File: config.mk
export PLATFORM = sky130hd
export DESIGN_NAME = aes_key_sched_ctrl_flat
export DESIGN_NICKNAME = d
export VERILOG_FILES = /design/src/rtl/aes_key_sched_ctrl_if.sv /design/src/rtl/aes_key_sched_ctrl.sv /design/src/flat_wrapper.sv
export SDC_FILE = /design/constraint.sdc
export NUM_CORES = 1
export LEC_CHECK = 0
export BUFFER_PORTS_ARGS = -buffer_cell sky130_fd_sc_hd__clkbuf_2
export CELL_PAD_IN_SITES_DETAIL_PLACEMENT = 1
export CELL_PAD_IN_SITES_GLOBAL_PLACEMENT = 2
export CORE_MARGIN = 5
export CORE_UTILIZATION = 22
export DETAILED_ROUTE_END_ITERATION = 12
export GPL_TIMING_DRIVEN = 0
export PLACE_DENSITY = 0.87
export RECOVER_POWER = 50
export SLEW_MARGIN = 20
export SYNTH_ARGS = -nofsm -noshare
export SYNTH_HDL_FRONTEND = slang
export SYNTH_SLANG_ARGS = --single-unit
File: constraint.sdc
create_clock -name clk -period 1.8 [get_ports clk]
set_clock_uncertainty 0.2 [all_clocks]
set_input_delay 0.09 -clock clk [delete_from_list [all_inputs] [get_ports clk]]
set_output_delay 0.09 -clock clk [all_outputs]
set_load 0.03 [all_outputs]
File: src/rtl/aes_key_sched_ctrl_if.sv
// Handshake bundle between the AES-256 key-schedule controller and its neighbours
// (key source, key expander, cipher core). The controller takes the slave view.
interface aes_key_sched_ctrl_if;
    logic         key_valid;
    logic [255:0] key_data;
    logic         key_ready;
    logic         exp_start;
    logic [255:0] exp_key;
    logic         exp_done;
    logic         blk_valid;
    logic         blk_decrypt;
    logic         blk_ready;
    logic         rk_advance;
    logic [3:0]   rk_sel;
    logic         rk_valid;
    logic         rk_first;
    logic         rk_last;
    logic         blk_done;
    logic         key_loaded;
    logic         exp_err;

    modport master (
        output key_valid, key_data, exp_done, blk_valid, blk_decrypt, rk_advance,
        input  key_ready, exp_start, exp_key, blk_ready, rk_sel, rk_valid,
               rk_first, rk_last, blk_done, key_loaded, exp_err
    );

    modport slave (
        input  key_valid, key_data, exp_done, blk_valid, blk_decrypt, rk_advance,
        output key_ready, exp_start, exp_key, blk_ready, rk_sel, rk_valid,
               rk_first, rk_last, blk_done, key_loaded, exp_err
    );
endinterface

File: src/rtl/aes_key_sched_ctrl.sv
// AES-256 key-schedule controller: loads a key into the expander, supervises expansion
// with a timeout, then walks round-key indices forward (encrypt) or backward (decrypt).
module aes_key_sched_ctrl #(
    parameter int NUM_RK  = 15,
    parameter int EXP_TMO = 31
) (
    input  logic                 clk,
    input  logic                 rst_n,
    aes_key_sched_ctrl_if.slave  bus
);

    typedef enum logic [1:0] {
        ST_NOKEY  = 2'd0,
        ST_EXPAND = 2'd1,
        ST_READY  = 2'd2,
        ST_RUN    = 2'd3
    } state_e;

    localparam logic [3:0] RK_MAX  = 4'(NUM_RK - 1);
    localparam logic [4:0] TMO_CNT = 5'(EXP_TMO);

    state_e         state_q,      state_d;
    logic [255:0]   exp_key_q,    exp_key_d;
    logic           exp_start_q,  exp_start_d;
    logic           key_loaded_q, key_loaded_d;
    logic           exp_err_q,    exp_err_d;
    logic [4:0]     tmo_cnt_q,    tmo_cnt_d;
    logic           dir_q,        dir_d;
    logic [3:0]     rk_sel_q,     rk_sel_d;
    logic           rk_valid_q,   rk_valid_d;
    logic           rk_first_q,   rk_first_d;
    logic           blk_done_q,   blk_done_d;

    logic key_ready;
    logic blk_ready;
    logic key_acc;
    logic blk_acc;
    logic rk_last;
    logic rk_step;

    // A pending key starves block acceptance so a new key never waits behind a block.
    assign key_ready = (state_q == ST_NOKEY) || (state_q == ST_READY);
    assign blk_ready = (state_q == ST_READY) && !bus.key_valid;
    assign key_acc   = bus.key_valid && key_ready;
    assign blk_acc   = bus.blk_valid && blk_ready;
    assign rk_last   = rk_valid_q && (dir_q ? (rk_sel_q == 4'd0) : (rk_sel_q == RK_MAX));
    assign rk_step   = bus.rk_advance && rk_valid_q;

    always_comb begin
        // NOTE: every _d gets a default before the case so no path can infer a latch.
        state_d      = state_q;
        exp_key_d    = exp_key_q;
        exp_start_d  = 1'b0;
        key_loaded_d = key_loaded_q;
        exp_err_d    = exp_err_q;
        tmo_cnt_d    = tmo_cnt_q;
        dir_d        = dir_q;
        rk_sel_d     = rk_sel_q;
        rk_valid_d   = rk_valid_q;
        rk_first_d   = rk_first_q;
        blk_done_d   = 1'b0;

        unique case (state_q)
            ST_NOKEY, ST_READY: begin
                if (key_acc) begin
                    exp_key_d    = bus.key_data;
                    exp_start_d  = 1'b1;
                    key_loaded_d = 1'b0;
                    exp_err_d    = 1'b0;
                    tmo_cnt_d    = 5'd0;
                    state_d      = ST_EXPAND;
                end else if (blk_acc) begin
                    dir_d      = bus.blk_decrypt;
                    rk_sel_d   = bus.blk_decrypt ? RK_MAX : 4'd0;
                    rk_valid_d = 1'b1;
                    rk_first_d = 1'b1;
                    state_d    = ST_RUN;
                end
            end

            ST_EXPAND: begin
                if (bus.exp_done) begin
                    key_loaded_d = 1'b1;
                    state_d      = ST_READY;
                end else if (tmo_cnt_q == TMO_CNT) begin
                    exp_err_d = 1'b1;
                    state_d   = ST_NOKEY;
                end else begin
                    tmo_cnt_d = tmo_cnt_q + 5'd1;
                end
            end

            ST_RUN: begin
                if (rk_step) begin
                    rk_first_d = 1'b0;
                    if (rk_last) begin
                        blk_done_d = 1'b1;
                        rk_valid_d = 1'b0;
                        state_d    = ST_READY;
                    end else begin
                        rk_sel_d = dir_q ? (rk_sel_q - 4'd1) : (rk_sel_q + 4'd1);
                    end
                end
            end

            default: state_d = ST_NOKEY;
        endcase
    end

    // NOTE: state registers use non-blocking assignments so every flop samples pre-edge values.
    always_ff @(posedge clk) begin
        if (!rst_n) begin
            state_q      <= ST_NOKEY;
            exp_key_q    <= '0;
            exp_start_q  <= 1'b0;
            key_loaded_q <= 1'b0;
            exp_err_q    <= 1'b0;
            tmo_cnt_q    <= 5'd0;
            dir_q        <= 1'b0;
            rk_sel_q     <= 4'd0;
            rk_valid_q   <= 1'b0;
            rk_first_q   <= 1'b0;
            blk_done_q   <= 1'b0;
        end else begin
            state_q      <= state_d;
            exp_key_q    <= exp_key_d;
            exp_start_q  <= exp_start_d;
            key_loaded_q <= key_loaded_d;
            exp_err_q    <= exp_err_d;
            tmo_cnt_q    <= tmo_cnt_d;
            dir_q        <= dir_d;
            rk_sel_q     <= rk_sel_d;
            rk_valid_q   <= rk_valid_d;
            rk_first_q   <= rk_first_d;
            blk_done_q   <= blk_done_d;
        end
    end

    assign bus.key_ready  = key_ready;
    assign bus.exp_start  = exp_start_q;
    assign bus.exp_key    = exp_key_q;
    assign bus.blk_ready  = blk_ready;
    assign bus.rk_sel     = rk_sel_q;
    assign bus.rk_valid   = rk_valid_q;
    assign bus.rk_first   = rk_first_q;
    assign bus.rk_last    = rk_last;
    assign bus.blk_done   = blk_done_q;
    assign bus.key_loaded = key_loaded_q;
    assign bus.exp_err    = exp_err_q;

endmodule

File: src/flat_wrapper.sv
// flat-port wrapper written by rule: the top's interface ports become plain ports
module aes_key_sched_ctrl_flat 
#(
    parameter int NUM_RK  = 15,
    parameter int EXP_TMO = 31
)
  (clk, rst_n, bus_key_valid, bus_key_data, bus_exp_done, bus_blk_valid, bus_blk_decrypt, bus_rk_advance, bus_key_ready, bus_exp_start, bus_exp_key, bus_blk_ready, bus_rk_sel, bus_rk_valid, bus_rk_first, bus_rk_last, bus_blk_done, bus_key_loaded, bus_exp_err);
  aes_key_sched_ctrl_if bus_i ();
  input  logic clk;
  input  logic rst_n;
  input wire logic [$bits(bus_i.key_valid)-1:0] bus_key_valid;
  input wire logic [$bits(bus_i.key_data)-1:0] bus_key_data;
  input wire logic [$bits(bus_i.exp_done)-1:0] bus_exp_done;
  input wire logic [$bits(bus_i.blk_valid)-1:0] bus_blk_valid;
  input wire logic [$bits(bus_i.blk_decrypt)-1:0] bus_blk_decrypt;
  input wire logic [$bits(bus_i.rk_advance)-1:0] bus_rk_advance;
  output wire logic [$bits(bus_i.key_ready)-1:0] bus_key_ready;
  output wire logic [$bits(bus_i.exp_start)-1:0] bus_exp_start;
  output wire logic [$bits(bus_i.exp_key)-1:0] bus_exp_key;
  output wire logic [$bits(bus_i.blk_ready)-1:0] bus_blk_ready;
  output wire logic [$bits(bus_i.rk_sel)-1:0] bus_rk_sel;
  output wire logic [$bits(bus_i.rk_valid)-1:0] bus_rk_valid;
  output wire logic [$bits(bus_i.rk_first)-1:0] bus_rk_first;
  output wire logic [$bits(bus_i.rk_last)-1:0] bus_rk_last;
  output wire logic [$bits(bus_i.blk_done)-1:0] bus_blk_done;
  output wire logic [$bits(bus_i.key_loaded)-1:0] bus_key_loaded;
  output wire logic [$bits(bus_i.exp_err)-1:0] bus_exp_err;
  assign bus_i.key_valid = bus_key_valid;
  assign bus_i.key_data = bus_key_data;
  assign bus_i.exp_done = bus_exp_done;
  assign bus_i.blk_valid = bus_blk_valid;
  assign bus_i.blk_decrypt = bus_blk_decrypt;
  assign bus_i.rk_advance = bus_rk_advance;
  assign bus_key_ready = bus_i.key_ready;
  assign bus_exp_start = bus_i.exp_start;
  assign bus_exp_key = bus_i.exp_key;
  assign bus_blk_ready = bus_i.blk_ready;
  assign bus_rk_sel = bus_i.rk_sel;
  assign bus_rk_valid = bus_i.rk_valid;
  assign bus_rk_first = bus_i.rk_first;
  assign bus_rk_last = bus_i.rk_last;
  assign bus_blk_done = bus_i.blk_done;
  assign bus_key_loaded = bus_i.key_loaded;
  assign bus_exp_err = bus_i.exp_err;
  aes_key_sched_ctrl #(.NUM_RK(NUM_RK), .EXP_TMO(EXP_TMO)) u_core (.clk(clk), .rst_n(rst_n), .bus(bus_i));
endmodule
==> results of run 1 <==
[synthesized netlist by cell type, types with 2 or more instances]
master	n
nand2b_1	2
ha_1	4
nor2_1	6
a211oi_1	3
o21ai_1	3
xor2_1	3
nand4_1	2
a21oi_1	8
buf_1	8
a21boi_1	258
inv_1	7
nor3b_1	2
nand2_1	521
nand3_1	4
and2_1	2
clkbuf_1	67
nor2b_1	5
and3_1	3
dfxtp_1	274
buf_2	14
[routing by layer]
layer | wire, um | up-vias | part of all wire [%]
li1 | - | 5612 | -
met1 | 17720 | 5560 | 37
met2 | 24020 | 432 | 51
met3 | 3358 | 133 | 7.1
met4 | 2182 | 0 | 4.6
met5 | 0 | - | 0
[kinds of logic (layout without fill, tap and decap cells)]
group	after synthesis	count (layout)
buffers and inverters	97	958
other	0	5
AO/OA/AOI/OAI	282	282
XOR/XNOR	4	4
flip-flops	274	274
adder cells (fa/ha/maj)	5	5
AND/OR/NAND/NOR	553	553
[sequential cells by signal, indices dropped and copies added (netlist names)]
name	cells
u_core.bus.key_loaded	1
u_core.bus.rk_valid	1
u_core.tmo_cnt_q	5
u_core.bus.exp_err	1
u_core.bus.rk_sel	4
u_core.bus.exp_key	256
u_core.state_q	2
u_core.bus.rk_first	1
u_core.bus.blk_done	1
u_core.dir_q	1
u_core.bus.exp_start	1
[stage by stage]
| stage | setup TNS [ns] | hold WS [ns] | util, % | total power [W] | instance area [um^2] |
|---|---|---|---|---|---|
| 5_1_grt | -1.504 | 0.07918 | 37.76 | 0.01734 | 17470 |
| 2_1_floorplan | -0.3919 | -0.01999 | - | 0.008236 | 10260 |
| 3_5_place_dp | -87.87 | 0.1191 | 29.55 | 0.009288 | 13670 |
| 6_report | -0.8393 | 0.06185 | 37.76 | 0.01666 | 17470 |
| 4_1_cts | -0.7760 | 0.02911 | 38.16 | 0.01686 | 17650 |
| 3_3_place_gp | -82.06 | 0.1105 | 29.55 | 0.009227 | 13670 |
[cell type report]
cell class	instances	area (um^2)
Sequential cell	274	5504
Fill cell	5686	28790
Clock buffer	52	1052
Tap cell	607	759.5
Antenna cell	5	12.51
Inverter	8	30.03
Clock inverter	9	97.59
Timing Repair Buffer	800	5044
Multi-Input combinational cell	844	4447
Buffer	89	523.0
[worst paths after layout]
| check | endpoint | cells past startpoint | slack [ns] |
|---|---|---|---|
| max | bus_rk_last | 3 | -0.25 |
| max reg2reg | u_core.bus.blk_done | 5 | -0.11 |
| min | u_core.bus.rk_sel[1] | 3 | 0.06 |
| min reg2reg | u_core.bus.exp_key[245] | 2 | 0.25 |
[timing repair]
item / in CTS / in global routing
resized for setup: 74 / 55
hold buffers: 261 / 0
endpoints found under the hold margin: 273 / 0
endpoints found under the setup margin: 273 / 203
pin swaps: 14 / 9
setup buffers: 7 / 2
gates cloned: 0 / 1
[cells in the final DEF, fill, tap and decap left out, drive strengths merged, types with 6 or more instances in the layout]
cell type,netlist,final
inv,8,8
a21boi,258,258
buf,22,36
nor2,7,7
nand2,521,521
a21oi,10,10
dfxtp,274,274
clkinv,0,6
clkbuf,67,644
dlygate4sd3,0,261
[worst min-delay path: stages]
cell,delay (ns)
clkbuf_1,0.28
o21ai_1,0.30
a211oi_2,0.06
[power by group through the flow]
| stage | registers (W) | clock network [W] | logic, W |
|---|---|---|---|
| floorplan | 0.00744 | 0 | 0.000799 |
| global placement | 0.00674 | 0 | 0.00248 |
| detailed placement | 0.00676 | 0 | 0.00252 |
| CTS | 0.00663 | 0.00717 | 0.00306 |
| global route | 0.00667 | 0.00739 | 0.00328 |
| finish | 0.00664 | 0.00698 | 0.00304 |
==> flow_metrics.env, run 1 <==
export IMPL_synth_main_ff_cell="dfxtp_1"
export IMPL_share_seq_of_total_power_pct=39.8
export IMPL_cp_startpoint="u_core.bus.rk_sel[2]"
export IMPL_drive_above_1_share_pct=19.94
export IMPL_place_ws_ns=-0.4357
export IMPL_tightest_slew_ns=0.7412
export IMPL_worst_path_dominant_cell_family="simple AND/OR/NAND/NOR gates"
export IMPL_area_growth_pct=70.87
export IMPL_yosys_area_share_simple_pct=21.07
export IMPL_peakVddDrop_mv=0.5943
export IMPL_clockRootBuffer="clkbuf_16"
export IMPL_final_nets=2319
export IMPL_max_freq_ghz=0.4867
export IMPL_final_period_utilization_pct=114.1
export IMPL_num_rows=79
export IMPL_antenna_left=0
export IMPL_clock_path_buffers=3
export IMPL_hp_class="in2reg"
export IMPL_min_from="rst_n"
export IMPL_crit_chain="or4b_4 -> a21oi_4 -> buf_8"
export IMPL_violations="negative setup slack"
export IMPL_netlist_area_um2=10220
export IMPL_maxCapViolCount=0
export IMPL_clkSinkCount=274
export IMPL_hpwl_mm=31.96
export IMPL_critPathRequiredTime_ns=1.51
export IMPL_leakage_nw=7.297
export IMPL_p_per_area_nw_per_um2=953.7
export IMPL_critPathCaptureType="output pin"
export IMPL_place_congestion=0.8087
export IMPL_synthArstFlopShare_pct=0
export IMPL_synthXorXnorAreaFrac_pct=0.3427
export IMPL_cp_slowest_cell="or4b_4"
export IMPL_routed_via_count=11740
export IMPL_avgSynthCellArea_um2=8.414
export IMPL_start_util_pct=22.10
export IMPL_fin_crit_ns=2.055
export IMPL_htreeDepth=2
export IMPL_ys_ff_latch=274
export IMPL_setup_slack_ns=-0.2546
export IMPL_slew_viol_final=0
export IMPL_synthMuxAreaShare_pct=0
export IMPL_grt_max_degree=13
export IMPL_power_internal_w=0.01190
export IMPL_combPwrFrac_pct=18.3
export IMPL_finalHoldViolations=0
export IMPL_total_switching_power_w=0.004756
export IMPL_drc=0
export IMPL_postSynthCellCount=1215
export IMPL_port_buffers=530
export IMPL_die_height_um=225.6
export IMPL_synth_top_area_cell="dfxtp_1"
export IMPL_yosysTopAreaCellShare_pct=53.65
export IMPL_status="finished, violations left"
export IMPL_ys_types=39
export IMPL_avgRoutedWirePerCell_um=17.59
export IMPL_cts_buffers=34
export IMPL_met1_usage_pct=18.16
export IMPL_synth_seq_area_share_pct=53.65
export IMPL_via_per_inst=4.366
export IMPL_p_clk_share_pct=41.9
export IMPL_fin_cells=2688
export IMPL_ys_warn_count=0
export IMPL_path_max_fanout=2
export IMPL_core_um2=46260
export IMPL_drt_total_wl_mm=47.28
export IMPL_synth_compound_area_share_pct=20.51
export IMPL_cts_tree="built"
export IMPL_antenna_found_initial=4
export IMPL_r2r_start="u_core.bus.rk_sel[2]"
export IMPL_crit_arrival_ns=1.76
export IMPL_fp_dieW_um=225.6
export IMPL_clkLatencyLatePin_ns=0.52
export IMPL_top_usage_layer="met2"
export IMPL_path_buf_inv=1
export IMPL_dr_pass1_iters=4
export IMPL_setup_viol=8
export IMPL_startpoint_type="flip-flop"
export IMPL_synthAdderAreaFrac_pct=0.6854
export IMPL_clkSlewWorstSetupHoldPaths_ns=0.06
export IMPL_max_stage_delay_ns=0.55
export IMPL_path_class="reg2out"
export IMPL_grt_pass1_vias=13150
export IMPL_synth_area_leaders="dfxtp_1, nand2_1, a21boi_1"
export IMPL_synth_top_family_by_area="simple AND/OR/NAND/NOR gates"
export IMPL_syn_num_nets=1483
export IMPL_dp_cells=2352
export IMPL_drt_iter0_markers=418
export IMPL_grt_pass1_wl_mm=71.31
export IMPL_met3_usage_pct=5.317
export IMPL_synth_enable_flop_cells=0
export IMPL_use_met2_pct=32.22
export IMPL_max_slew_margin_pct=50.59
export IMPL_sw_frac_of_total_pct=28.55
export IMPL_overflow=0
export IMPL_grt_total_usage_pct=17.50
export IMPL_rsz0062_at_grt="yes"
export IMPL_pin_count=532
export IMPL_fp_dieArea_um2=50880
(Power assumes the default switching activity.)
==> inputs of run 2 (changes only) <==
--- a/config.mk
+++ b/config.mk
@@ -8,13 +8,16 @@
 export BUFFER_PORTS_ARGS = -buffer_cell sky130_fd_sc_hd__clkbuf_2
 export CELL_PAD_IN_SITES_DETAIL_PLACEMENT = 1
 export CELL_PAD_IN_SITES_GLOBAL_PLACEMENT = 2
+export CORE_ASPECT_RATIO = 1.4
 export CORE_MARGIN = 5
-export CORE_UTILIZATION = 22
+export CORE_UTILIZATION = 23
+export CTS_BUF_LIST = sky130_fd_sc_hd__clkbuf_2 sky130_fd_sc_hd__clkbuf_4 sky130_fd_sc_hd__clkbuf_8
 export DETAILED_ROUTE_END_ITERATION = 12
 export GPL_TIMING_DRIVEN = 0
-export PLACE_DENSITY = 0.87
+export PLACE_DENSITY = 0.9
 export RECOVER_POWER = 50
 export SLEW_MARGIN = 20
 export SYNTH_ARGS = -nofsm -noshare
 export SYNTH_HDL_FRONTEND = slang
 export SYNTH_SLANG_ARGS = --single-unit
+export TNS_END_PERCENT = 5
==> flow_metrics.env, run 2 (same netlist as run 1, synthesis figures left out) <==
export IMPL_drt_total_wl_mm=52.41
export IMPL_routed_via_count=12010
export IMPL_status="finished, violations left"
export IMPL_startpoint_type="flip-flop"
export IMPL_clkLatencyLatePin_ns=0.57
export IMPL_setup_slack_ns=-0.2672
export IMPL_hpwl_mm=35.16
export IMPL_final_common_cell="nand2_1"
export IMPL_die_height_um=259.5
export IMPL_maxCapViolCount=0
export IMPL_pin_count=532
export IMPL_critPathCaptureType="output pin"
export IMPL_fin_setup_tns_ns=-0.7359
export IMPL_start_util_pct=23.20
export IMPL_clock_path_buffers=3
export IMPL_hp_class="in2reg"
export IMPL_fp_dieArea_um2=48830
export IMPL_largest_reg_flops=256
export IMPL_slew_viol_final=0
export IMPL_violations="negative setup slack"
export IMPL_path_class="reg2out"
export IMPL_grt_pass1_wl_mm=79.23
export IMPL_dp_cells=2303
export IMPL_final_nets=2327
export IMPL_tightest_slew_ns=0.6875
export IMPL_core_um2=44060
export IMPL_fin_crit_ns=2.067
export IMPL_clockRootBuffer="clkbuf_8"
export IMPL_leakage_nw=7.276
export IMPL_crit_chain="or4b_4 -> a21oi_4 -> buf_8"
export IMPL_clkSlewWorstSetupHoldPaths_ns=0.06
export IMPL_setup_viol=8
export IMPL_cts_tree="built"
export IMPL_via_per_inst=4.511
export IMPL_htreeDepth=2
export IMPL_drc=0
export IMPL_max_stage_delay_ns=0.55
export IMPL_fin_cells=2663
export IMPL_grt_max_degree=12
export IMPL_p_per_area_nw_per_um2=931.7
export IMPL_cp_slowest_cell="or4b_4"
export IMPL_final_cell_mix="nand2_1, clkbuf_2, clkbuf_1"
export IMPL_peakVddDrop_mv=0.5960
export IMPL_final_period_utilization_pct=114.8
export IMPL_antenna_left=0
export IMPL_cts_buffers=46
export IMPL_finalHoldViolations=0
export IMPL_max_freq_ghz=0.4837
export IMPL_critPathRequiredTime_ns=1.51
export IMPL_dr_pass1_iters=4
export IMPL_fp_dieW_um=188.2
export IMPL_avgRoutedWirePerCell_um=19.68
export IMPL_worst_path_dominant_cell_family="simple AND/OR/NAND/NOR gates"
export IMPL_antenna_found_initial=10
export IMPL_place_congestion=0.8370
export IMPL_port_buffers=530
export IMPL_overflow=0
export IMPL_rsz0062_at_grt="yes"
export IMPL_drt_iter0_markers=278
export IMPL_grt_pass1_vias=13840
export IMPL_clkSinkCount=274
export IMPL_crit_arrival_ns=1.78
export IMPL_area_growth_pct=68.66
export IMPL_drive_above_1_share_pct=21.48
export IMPL_num_rows=91
export IMPL_path_max_fanout=2
export IMPL_max_slew_margin_pct=54.17
export IMPL_path_buf_inv=1
export IMPL_grt_total_usage_pct=20.43
## run 2: per-stage QoR
step / utilization [%] / worst slack, ns / instance area, um^2 / total power, W / hold WS, ns
after floorplan: - / -0.1039 / 10240 / 0.008233 / -0.01999
after CTS: 39.45 / -0.3788 / 17380 / 0.01621 / 0.006841
after global placement: 30.85 / -0.7647 / 13590 / 0.009290 / 0.1125
after detailed placement: 30.85 / -0.7797 / 13590 / 0.009351 / 0.1198
after global routing: 39.12 / -0.3541 / 17240 / 0.01674 / 0.04703
final: 39.13 / -0.2672 / 17240 / 0.01606 / 0.05621
## run 2: layer usage
metal / global-route usage, % / share of wire (%) / up-vias / wire length (um)
met5: 0 / 0 / - / 0
met4: 12.04 / 6.1 / 0 / 3206
met3: 6.242 / 7.3 / 173 / 3816
met2: 38.41 / 52 / 530 / 27160
met1: 19.41 / 35 / 5686 / 18230
li1: - / - / 5625 / -
## run 2: tightest hold or removal path: stages
cell      delay (ns)
clkbuf_1        0.30
o21ai_1         0.30
a211oi_1        0.08
## run 2: layout make-up
| cell class | instances | area [um^2] |
|---|---|---|
| diodes | 10 | 25.02 |
| plain buffers | 89 | 506.7 |
| clock buffers | 77 | 953.4 |
| clock inverters | 7 | 87.58 |
| fillers | 5416 | 26820 |
| inverters | 8 | 30.03 |
| multi-input cells | 844 | 4436 |
| flip-flops and latches | 274 | 5505 |
| well taps | 558 | 698.2 |
| repair buffers | 796 | 5001 |
## run 2: path summary, 6_finish.rpt
| kind | startpoint | end | slack (ns) | depth (start not counted) |
|---|---|---|---|---|
| hold / removal | rst_n | u_core.bus.rk_sel[2] | 0.06 | 3 |
| hold reg to reg | u_core.bus.rk_first | u_core.bus.rk_first | 0.25 | 2 |
| setup / recovery | u_core.bus.rk_sel[2] | bus_rk_last | -0.27 | 3 |
| setup reg to reg | u_core.bus.rk_sel[2] | u_core.bus.rk_sel[1] | -0.12 | 6 |
## run 2: where the power goes
group | internal [W] | total [W] | switching, W
combinational | 0.00115 | 0.00309 | 0.00195
clock | 0.00362 | 0.00632 | 0.00270
sequential | 0.00643 | 0.00666 | 0.000228
## run 2: repair_timing
| item | 4_1_cts | 5_1_grt |
|---|---|---|
| endpoints found under the setup margin | 271 | 208 |
| setup buffers | 2 | 3 |
| endpoints found under the hold margin | 273 | 0 |
| pin swaps | 3 | 7 |
| resized for setup | 64 | 61 |
| hold buffers | 261 | 0 |
